==> src/rtl/password_pkg.sv <==
// Shared message codes, FSM state encoding and LED bit positions for the password sequencer.
package password_pkg;

    typedef enum logic [2:0] {
        MSG_IDLE  = 3'd0,
        MSG_ENTRY = 3'd1,
        MSG_GOOD  = 3'd2,
        MSG_BAD   = 3'd3,
        MSG_LOCK  = 3'd4
    } msg_e;

    typedef enum logic [2:0] {
        ST_IDLE  = 3'd0,
        ST_ENTRY = 3'd1,
        ST_CHECK = 3'd2,
        ST_GOOD  = 3'd3,
        ST_BAD   = 3'd4,
        ST_LOCK  = 3'd5
    } state_e;

    localparam int LED_GOOD = 0;
    localparam int LED_BAD  = 1;
    localparam int LED_LOCK = 2;

    function automatic logic [2:0] led_onehot(input int idx);
        return 3'(1 << idx);
    endfunction

endpackage

==> src/rtl/button_debounce.sv <==
// Synchronises and debounces an active-low button, emitting one pulse per accepted press.
// Pulse appears DEBOUNCE_CYCLES+3 cycles after the button falls; releases and short bounces are silent.
module button_debounce #(
    parameter int DEBOUNCE_CYCLES = 1_000_000
) (
    input  logic CLOCK_50,
    input  logic reset,
    input  logic btn_n,
    output logic press_pulse
);

    localparam int CW = (DEBOUNCE_CYCLES > 1) ? $clog2(DEBOUNCE_CYCLES) : 1;

    logic          sync1_q;
    logic          sync2_q;
    logic          level_q;
    logic          level_dly_q;
    logic          pulse_q;
    logic [CW-1:0] cnt_q;

    // The counter tracks how long the synchronised input has disagreed with the accepted level.
    always_ff @(posedge CLOCK_50 or posedge reset) begin
        if (reset) begin
            sync1_q     <= 1'b1;
            sync2_q     <= 1'b1;
            level_q     <= 1'b1;
            level_dly_q <= 1'b1;
            pulse_q     <= 1'b0;
            cnt_q       <= '0;
        end else begin
            sync1_q <= btn_n;
            sync2_q <= sync1_q;
            if (sync2_q != level_q) begin
                if (cnt_q == CW'(DEBOUNCE_CYCLES - 1)) begin
                    level_q <= sync2_q;
                    cnt_q   <= '0;
                end else begin
                    cnt_q <= cnt_q + CW'(1);
                end
            end else begin
                cnt_q <= '0;
            end
            level_dly_q <= level_q;
            pulse_q     <= level_dly_q & ~level_q;
        end
    end

    assign press_pulse = pulse_q;

endmodule

==> src/rtl/password_seq_ctrl.sv <==
// Password entry sequencer: collects digits on confirm presses, checks the code, enforces retries and lockout.
// Outputs are registered one cycle after the accepted press; presses during CHECK and LOCK are dropped.
module password_seq_ctrl
    import password_pkg::*;
#(
    parameter int                      DIGITS          = 4,
    parameter int                      DIG_W           = 4,
    parameter logic [DIGITS*DIG_W-1:0] PASSWORD        = 16'h1234,
    parameter int                      MAX_TRIES       = 3,
    parameter int                      LOCK_CYCLES     = 250_000_000,
    parameter int                      DEBOUNCE_CYCLES = 1_000_000
) (
    input  logic             CLOCK_50,
    input  logic             reset,
    input  logic             confirm_n,
    input  logic [DIG_W-1:0] digit_in,
    output logic [2:0]       msg_sel,
    output logic [2:0]       digit_count,
    output logic [2:0]       tries_left,
    output logic [2:0]       led,
    output logic             press_pulse
);

    localparam int EW = DIGITS * DIG_W;
    localparam int LW = (LOCK_CYCLES > 1) ? $clog2(LOCK_CYCLES) : 1;

    logic          press;
    state_e        state_q;
    msg_e          msg_q;
    logic [EW-1:0] entry_q;
    logic [2:0]    cnt_q;
    logic [2:0]    tries_q;
    logic [2:0]    led_q;
    logic [LW-1:0] lock_cnt_q;

    button_debounce #(
        .DEBOUNCE_CYCLES(DEBOUNCE_CYCLES)
    ) u_confirm (
        .CLOCK_50   (CLOCK_50),
        .reset      (reset),
        .btn_n      (confirm_n),
        .press_pulse(press)
    );

    always_ff @(posedge CLOCK_50 or posedge reset) begin
        if (reset) begin
            state_q    <= ST_IDLE;
            msg_q      <= MSG_IDLE;
            entry_q    <= '0;
            cnt_q      <= 3'd0;
            tries_q    <= 3'(MAX_TRIES);
            led_q      <= 3'b000;
            lock_cnt_q <= '0;
        end else begin
            case (state_q)
                ST_IDLE: begin
                    if (press) begin
                        entry_q <= EW'(digit_in);
                        cnt_q   <= 3'd1;
                        msg_q   <= MSG_ENTRY;
                        state_q <= (DIGITS == 1) ? ST_CHECK : ST_ENTRY;
                    end
                end
                ST_ENTRY: begin
                    if (press) begin
                        entry_q <= (entry_q << DIG_W) | EW'(digit_in);
                        cnt_q   <= cnt_q + 3'd1;
                        if (cnt_q == 3'(DIGITS - 1)) begin
                            state_q <= ST_CHECK;
                        end
                    end
                end
                ST_CHECK: begin
                    if (entry_q == PASSWORD) begin
                        state_q <= ST_GOOD;
                        msg_q   <= MSG_GOOD;
                        led_q   <= led_onehot(LED_GOOD);
                        tries_q <= 3'(MAX_TRIES);
                    end else if (tries_q <= 3'd1) begin
                        // Last allowed miss: lock rather than show BAD.
                        state_q <= ST_LOCK;
                        msg_q   <= MSG_LOCK;
                        led_q   <= led_onehot(LED_LOCK);
                        tries_q <= 3'd0;
                    end else begin
                        state_q <= ST_BAD;
                        msg_q   <= MSG_BAD;
                        led_q   <= led_onehot(LED_BAD);
                        tries_q <= tries_q - 3'd1;
                    end
                end
                ST_GOOD, ST_BAD: begin
                    if (press) begin
                        state_q <= ST_IDLE;
                        msg_q   <= MSG_IDLE;
                        led_q   <= 3'b000;
                        entry_q <= '0;
                        cnt_q   <= 3'd0;
                    end
                end
                ST_LOCK: begin
                    if (lock_cnt_q == LW'(LOCK_CYCLES - 1)) begin
                        state_q    <= ST_IDLE;
                        msg_q      <= MSG_IDLE;
                        led_q      <= 3'b000;
                        entry_q    <= '0;
                        cnt_q      <= 3'd0;
                        tries_q    <= 3'(MAX_TRIES);
                        lock_cnt_q <= '0;
                    end else begin
                        lock_cnt_q <= lock_cnt_q + LW'(1);
                    end
                end
                default: begin
                    state_q <= ST_IDLE;
                    msg_q   <= MSG_IDLE;
                    led_q   <= 3'b000;
                    entry_q <= '0;
                    cnt_q   <= 3'd0;
                end
            endcase
        end
    end

    assign msg_sel     = msg_q;
    assign digit_count = cnt_q;
    assign tries_left  = tries_q;
    assign led         = led_q;
    assign press_pulse = press;

endmodule

==> config.mk <==
export PLATFORM = sky130hd
export DESIGN_NAME = password_seq_ctrl
export DESIGN_NICKNAME = d
export VERILOG_FILES = /design/src/rtl/password_pkg.sv /design/src/rtl/button_debounce.sv /design/src/rtl/password_seq_ctrl.sv
export SDC_FILE = /design/constraint.sdc
export NUM_CORES = 1
export LEC_CHECK = 0
export CAP_MARGIN = 20
export CORE_AREA = 2 2 109 111
export DETAILED_ROUTE_END_ITERATION = 8
export DIE_AREA = 0 0 111 113
export HOLD_SLACK_MARGIN = 0.12
export PLACE_DENSITY = 0.5
export SYNTH_ARGS = -nofsm -noshare
export SYNTH_HDL_FRONTEND = slang
export SYNTH_HIERARCHICAL = 1
export SYNTH_SLANG_ARGS = --single-unit
==> constraint.sdc <==
create_clock -name CLOCK_50 -period 2.8 [get_ports CLOCK_50]
set_clock_uncertainty 0.2 [all_clocks]
set_input_delay 0.42 -clock CLOCK_50 [delete_from_list [all_inputs] [get_ports CLOCK_50]]
set_output_delay 0.42 -clock CLOCK_50 [all_outputs]
set_load 0.02 [all_outputs]
Yosys cells after proc, flatten, opt, wreduce, memory -nomap -nowiden
Cells that the tools add are included.
{"block": "word_totals", "out_inout_bits": 13, "register_bits": 84, "word_cells": 77}
{"block": "classes", "reduce_logical": 10, "add_sub_neg": 4, "n_mux": 28, "order_cmp": 1, "n_eq_ne": 15, "bitwise": 6}
{"cell": "$pmux W16 S5", "count": 1}
{"cell": "$mux W16", "count": 4}
{"cell": "$pmux W3 S5", "count": 3}
{"cell": "$mux W3", "count": 14}
{"cell": "$mux W20", "count": 2}
{"cell": "$add A28 B1 Y28 const B", "count": 1}
{"cell": "$eq A28 B28 Y1 const B", "count": 1}
{"cell": "$mux W28", "count": 1}
{"cell": "$add A20 B1 Y20 const B", "count": 1}
{"cell": "$eq A20 B20 Y1 const B", "count": 1}
{"cell": "$eq A16 B13 Y1 const B", "count": 1}
{"cell": "$or A16 B4 Y16", "count": 1}
{"cell": "$pmux W3 S4", "count": 1}
{"cell": "$reduce_and A5 Y1", "count": 2}
{"cell": "$eq A3 B2 Y1 const B", "count": 3}
{"cell": "$eq A3 B3 Y1 const B", "count": 2}
{"cell": "$ne A2 B1 Y1 const B", "count": 3}
{"cell": "$pmux W3 S2", "count": 1}
{"cell": "$ne A2 B2 Y1 const B", "count": 2}
{"cell": "$not A1 Y1", "count": 4}
{"cell": "$reduce_and A2 Y1", "count": 2}
{"cell": "$reduce_and A4 Y1", "count": 1}
{"cell": "$reduce_or A2 Y1", "count": 2}
{"cell": "$add A3 B1 Y3 const B", "count": 1}
{"cell": "other kinds (9)", "count": 9}

Depth between registers and ports, before layout
{"block": "depth", "word_depth": 4, "mapped_depth": 8, "depth_no_buf": 7}

Cells and area by module
Netlist, hierarchy kept.
{"module": "password_seq_ctrl", "seq_area_each_um2": 1478.9, "instances": 1, "area_per_inst_um2": 2917.8, "cells_per_inst": 276}
{"module": "button_debounce", "seq_area_each_um2": 630.6, "instances": 1, "area_per_inst_um2": 1173.6, "cells_per_inst": 114}

Least setup slack after synthesis
Ideal clock, no wire load.
{"block": "synth_timing", "kind": "register to register", "start": "register u_confirm.cnt_q[12]", "end": "register u_confirm.cnt_q[10]", "required_time_ns": 2.481, "path_buffers": 1, "path_stages_with_launch": 6, "setup_slack_ns": 0.623, "setup_time_ns": 0.119, "t_arrival_ns": 1.858, "path_cell_list": "dfrtp_1 or4_1 or4_4 o21ai_4 buf_6 nor2_1"}
{"block": "synth_via", "elab_chain_cells": 3}
{"element": "start, declared", "line_no": "button_debounce.sv:19", "text": "logic [CW-1:0] cnt_q;"}
{"element": "start signal, assigned", "line_no": "button_debounce.sv:38", "text": "cnt_q <= cnt_q + CW'(1);"}
{"element": "$eq A20 B20 Y1", "line_no": "button_debounce.sv:34", "text": "if (cnt_q == CW'(DEBOUNCE_CYCLES - 1)) begin"}
{"element": "$mux W20", "line_no": "button_debounce.sv:34"}
{"element": "$mux W20", "line_no": "button_debounce.sv:33", "text": "if (sync2_q != level_q) begin"}
No other way between the ends.
A chain may end at the register's enable or synchronous reset.

Worst setup path in the final report
{"block": "layout_timing", "start": "register u_confirm.cnt_q[12]", "end": "register u_confirm.cnt_q[14]"}
{"block": "layout_via", "elab_chain_cells": 3, "elab_cells_between_ends": 4, "cone_classes": "1 x add/sub; 1 x eq/ne; 2 x mux"}
{"element": "$add A20 B1 Y20 or $eq A20 B20 Y1 (tied branches)", "line_no": "button_debounce.sv:38, button_debounce.sv:34"}
{"element": "$mux W20 (*)", "line_no": "button_debounce.sv:34"}
{"element": "$mux W20 (*)", "line_no": "button_debounce.sv:33"}
Mark *: on every way between the ends. The rest lies on a longest branch, timed or not.

==> results.cfg <==
[critical_path]
cp.depth = 4
crit_chain = or4_1, or4_4, o21ai_4, nor2_1
reg2regPathDepth = 4
max_stage_delay_ns = 0.53
crit_buf_inv = 0
cp-start-kind = flip-flop
criticalPathCategory = flip-flop to flip-flop
crit_slowest_cell = or4_1
required_ns = 2.81
crit_family = simple AND/OR/NAND/NOR gates
cp_max_fo = 19
arrival_ns = 2.35
critical_path.endpoint_type = flip-flop

[clock_tree]
cts_max_path_buffers = 2
post_cts_buffers = 0
cts_tree = built
cts.clk_slew.worst_paths_ns = 0.06
clk_latency_ns = 0.34
cts.sinks = 84
cts-resized-gates = 0
root_buffer = clkbuf_16
cts_hold_buffers = 0
htree_num_levels = 3
cts_buffers = 9

[sta]
tightest_slew_ns = 0.832
period_share_pct = 83.9
fmax_ghz = 0.426
rsz0062_at_grt = no
slew_viol_final = 0
setup_ws_ns = 0.451
hold_slack_ns = 0.156
fin_crit_ns = 2.35
setup_viol = 0
finalSetupTns_ns = 0
hold_viol = 0
slew_headroom_pct = 44.1

[detailed_routing]
drt_iter0_markers = 144
via_count = 2865
viasPerCell = 5.08
ant_nets = 0
drc_errors = 0
routed_wl_um = 8250
wl_per_cell_um = 14.6
first_pass_iters = 4

[yosys]
async_flop_share_pct = 100
synth_warnings = 6
synthFlopType = dfrtp_1
synth.distinct_cells = 56
syn-cell-area_um2 = 4090
synth_fp_nets = 403
synth.avg_cell_area_um2 = 10.5
synth_edf_count = 0
syn_inst = 390
seq_area_frac_synth_pct = 51.6
ys_ff_latch = 84

[cells_and_area]
drive_gt1_share_pct = 11.4
nets = 429
fin_util_pct = 42.5
num_antenna_cells = 0
area_growth_pct = 17.2
design_area_um2 = 4790
final_cells = 564

[power_and_ir_drop]
pwr-share-seq_pct = 47.7
intPower_mw = 2.05
total_power_mw = 2.57
cellPowerDensity_nw_per_um2 = 536
vdd_drop_max_mv = 0.326
p_comb_share_pct = 2.0
netSwitchingPower_mw = 0.522
swShare_pct = 20.3
total_leakage_power_nw = 2.07
pwr-share-clk_pct = 50.4

[floorplanning]
die_h_um = 113
start_util_pct = 36.3
rows = 39
fp.dieW_um = 111
core_region_area_um2 = 11300
io-pin-count = 20
fp.dieArea_um2 = 12500

[place]
io_buffers = 19
placed_area_um2 = 4470
place_ws_ns = 0.425
dpl.hpwl_um = 5770
routabilityCongestion = 0.784
dpl.cell_count = 548

[worst_hold_path]
worstHoldPathCells = 0
hold_class = flip-flop to flip-flop

[global_routing]
gr-total-overflow = 0
antenna_found_initial = 0
grt_max_degree = 32
grt_pass1_vias = 2848
track_usage_pct = 14.4
grt_pass1_wl_um = 14400

[flow_run]
drv_cap = 0

[run_status]
status = completed
==> worst paths after layout <==
| kind | startpoint | endpoint | slack (ns) |
|---|---|---|---|
| setup / recovery | u_confirm/cnt_q[12]$_DFF_PP0_ | u_confirm/cnt_q[14]$_DFF_PP0_ | 0.45 |
| hold / removal | u_confirm/sync1_q$_DFF_PP1_ | u_confirm/sync2_q$_DFF_PP1_ | 0.16 |
| setup reg to reg | u_confirm/cnt_q[12]$_DFF_PP0_ | u_confirm/cnt_q[14]$_DFF_PP0_ | 0.45 |
| hold reg to reg | u_confirm/sync1_q$_DFF_PP1_ | u_confirm/sync2_q$_DFF_PP1_ | 0.16 |
| max in group asynchronous | reset | entry_q[7]$_DFFE_PP0P_ | 1.65 |
| min in group asynchronous | reset | lock_cnt_q[15]$_DFFE_PP0N_ | 0.22 |
==> cell type report <==
| class | count | area, um2 |
|---|---|---|
| timing repair buffer | 28 | 270 |
| inverter | 16 | 60.1 |
| sequential | 84 | 2110 |
| tap | 143 | 179 |
| clock inverter | 5 | 85.1 |
| clock buffer | 11 | 243 |
| multi-input combinational | 277 | 1850 |
| fill | 1074 | 6480 |
==> worst register-to-register path: cells and delay by family, from the launching register on <==
family	cells	cell delay, ns
and+or+nand+nor	3	1.16
DFF	1	0.43
AOI/OAI and AO/OA	1	0.43
==> cell families after synthesis <==
kind of cell | count (synthesis) | synth area share [%]
simple gates | 169 | 23.0
buf+inv | 29 | 3.30
mux | 3 | 0.795
flops | 84 | 51.6
compound gates | 58 | 10.8
fa+ha+maj | 6 | 1.83
xor+xnor | 41 | 8.78
==> cells in the mapped netlist, drive strengths merged (2+ instances only) <==
| master | count | area share, % |
|---|---|---|
| dfstp | 6 | 3.9 |
| nor2 | 50 | 4.8 |
| mux2 | 2 | 0.55 |
| a21o | 4 | 0.73 |
| buf | 7 | 1.3 |
| nand4 | 21 | 3.4 |
| and3 | 7 | 1.1 |
| nand2b | 4 | 0.61 |
| nor2b | 2 | 0.31 |
| nor4b | 4 | 1.0 |
| ha | 6 | 1.8 |
| o21ai | 8 | 1.3 |
| dfrtp | 78 | 48 |
| nor4 | 6 | 1.3 |
| a22o | 21 | 4.5 |
| xnor2 | 25 | 5.4 |
| and4 | 3 | 0.64 |
| and2 | 10 | 1.5 |
| inv | 16 | 1.5 |
| nand3b | 2 | 0.37 |
| nor3 | 9 | 1.1 |
| a21oi | 12 | 1.6 |
| o22ai | 2 | 0.31 |
| and4bb | 2 | 0.61 |
| nand2 | 22 | 2.0 |
| or2 | 2 | 0.31 |
| clkbuf | 6 | 0.55 |
| nand3 | 15 | 1.8 |
| xor2 | 16 | 3.4 |
| or4 | 5 | 1.1 |
| a21boi | 2 | 0.37 |
==> state kept, by name (all words and copies together) (netlist names) <==
name,count
lock_cnt_q,28
u_confirm/cnt_q,20
entry_q,16
digit_count,3
led,3
msg_sel,3
state_q,3
tries_left,3
u_confirm/level_dly_q,1
u_confirm/level_q,1
u_confirm/press_pulse,1
u_confirm/sync1_q,1
u_confirm/sync2_q,1
==> cells in the final DEF, fill, tap and decap left out, drive strengths merged, types with 15 or more instances in the layout <==
master         instances
nand3                 15
dfrtp                 78
xnor2                 25
a22o                  21
clkdlybuf4s50         19
nand2                 22
nand4                 21
inv                   16
xor2                  16
nor2                  50
==> routing by layer <==
layer  up-vias  wire length [um]  GRT usage [%]
met3        11               194           3.05
met4         0               186           7.50
met2        31              3830           22.2
met5         -                 0              0
met1      1388              4040           19.2
li1       1435                 -              -
==> power groups by stage <==
stage / Combinational [mW] / Clock, mW / Sequential (mW)
after global routing: 0.0586 / 1.39 / 1.22
after CTS: 0.0533 / 1.33 / 1.22
after global placement: 0.0526 / 0 / 1.25
after floorplan: 0.0293 / 0 / 1.25
after detailed placement: 0.0529 / 0 / 1.25
final: 0.0501 / 1.29 / 1.22
(Power assumes the default switching activity.)
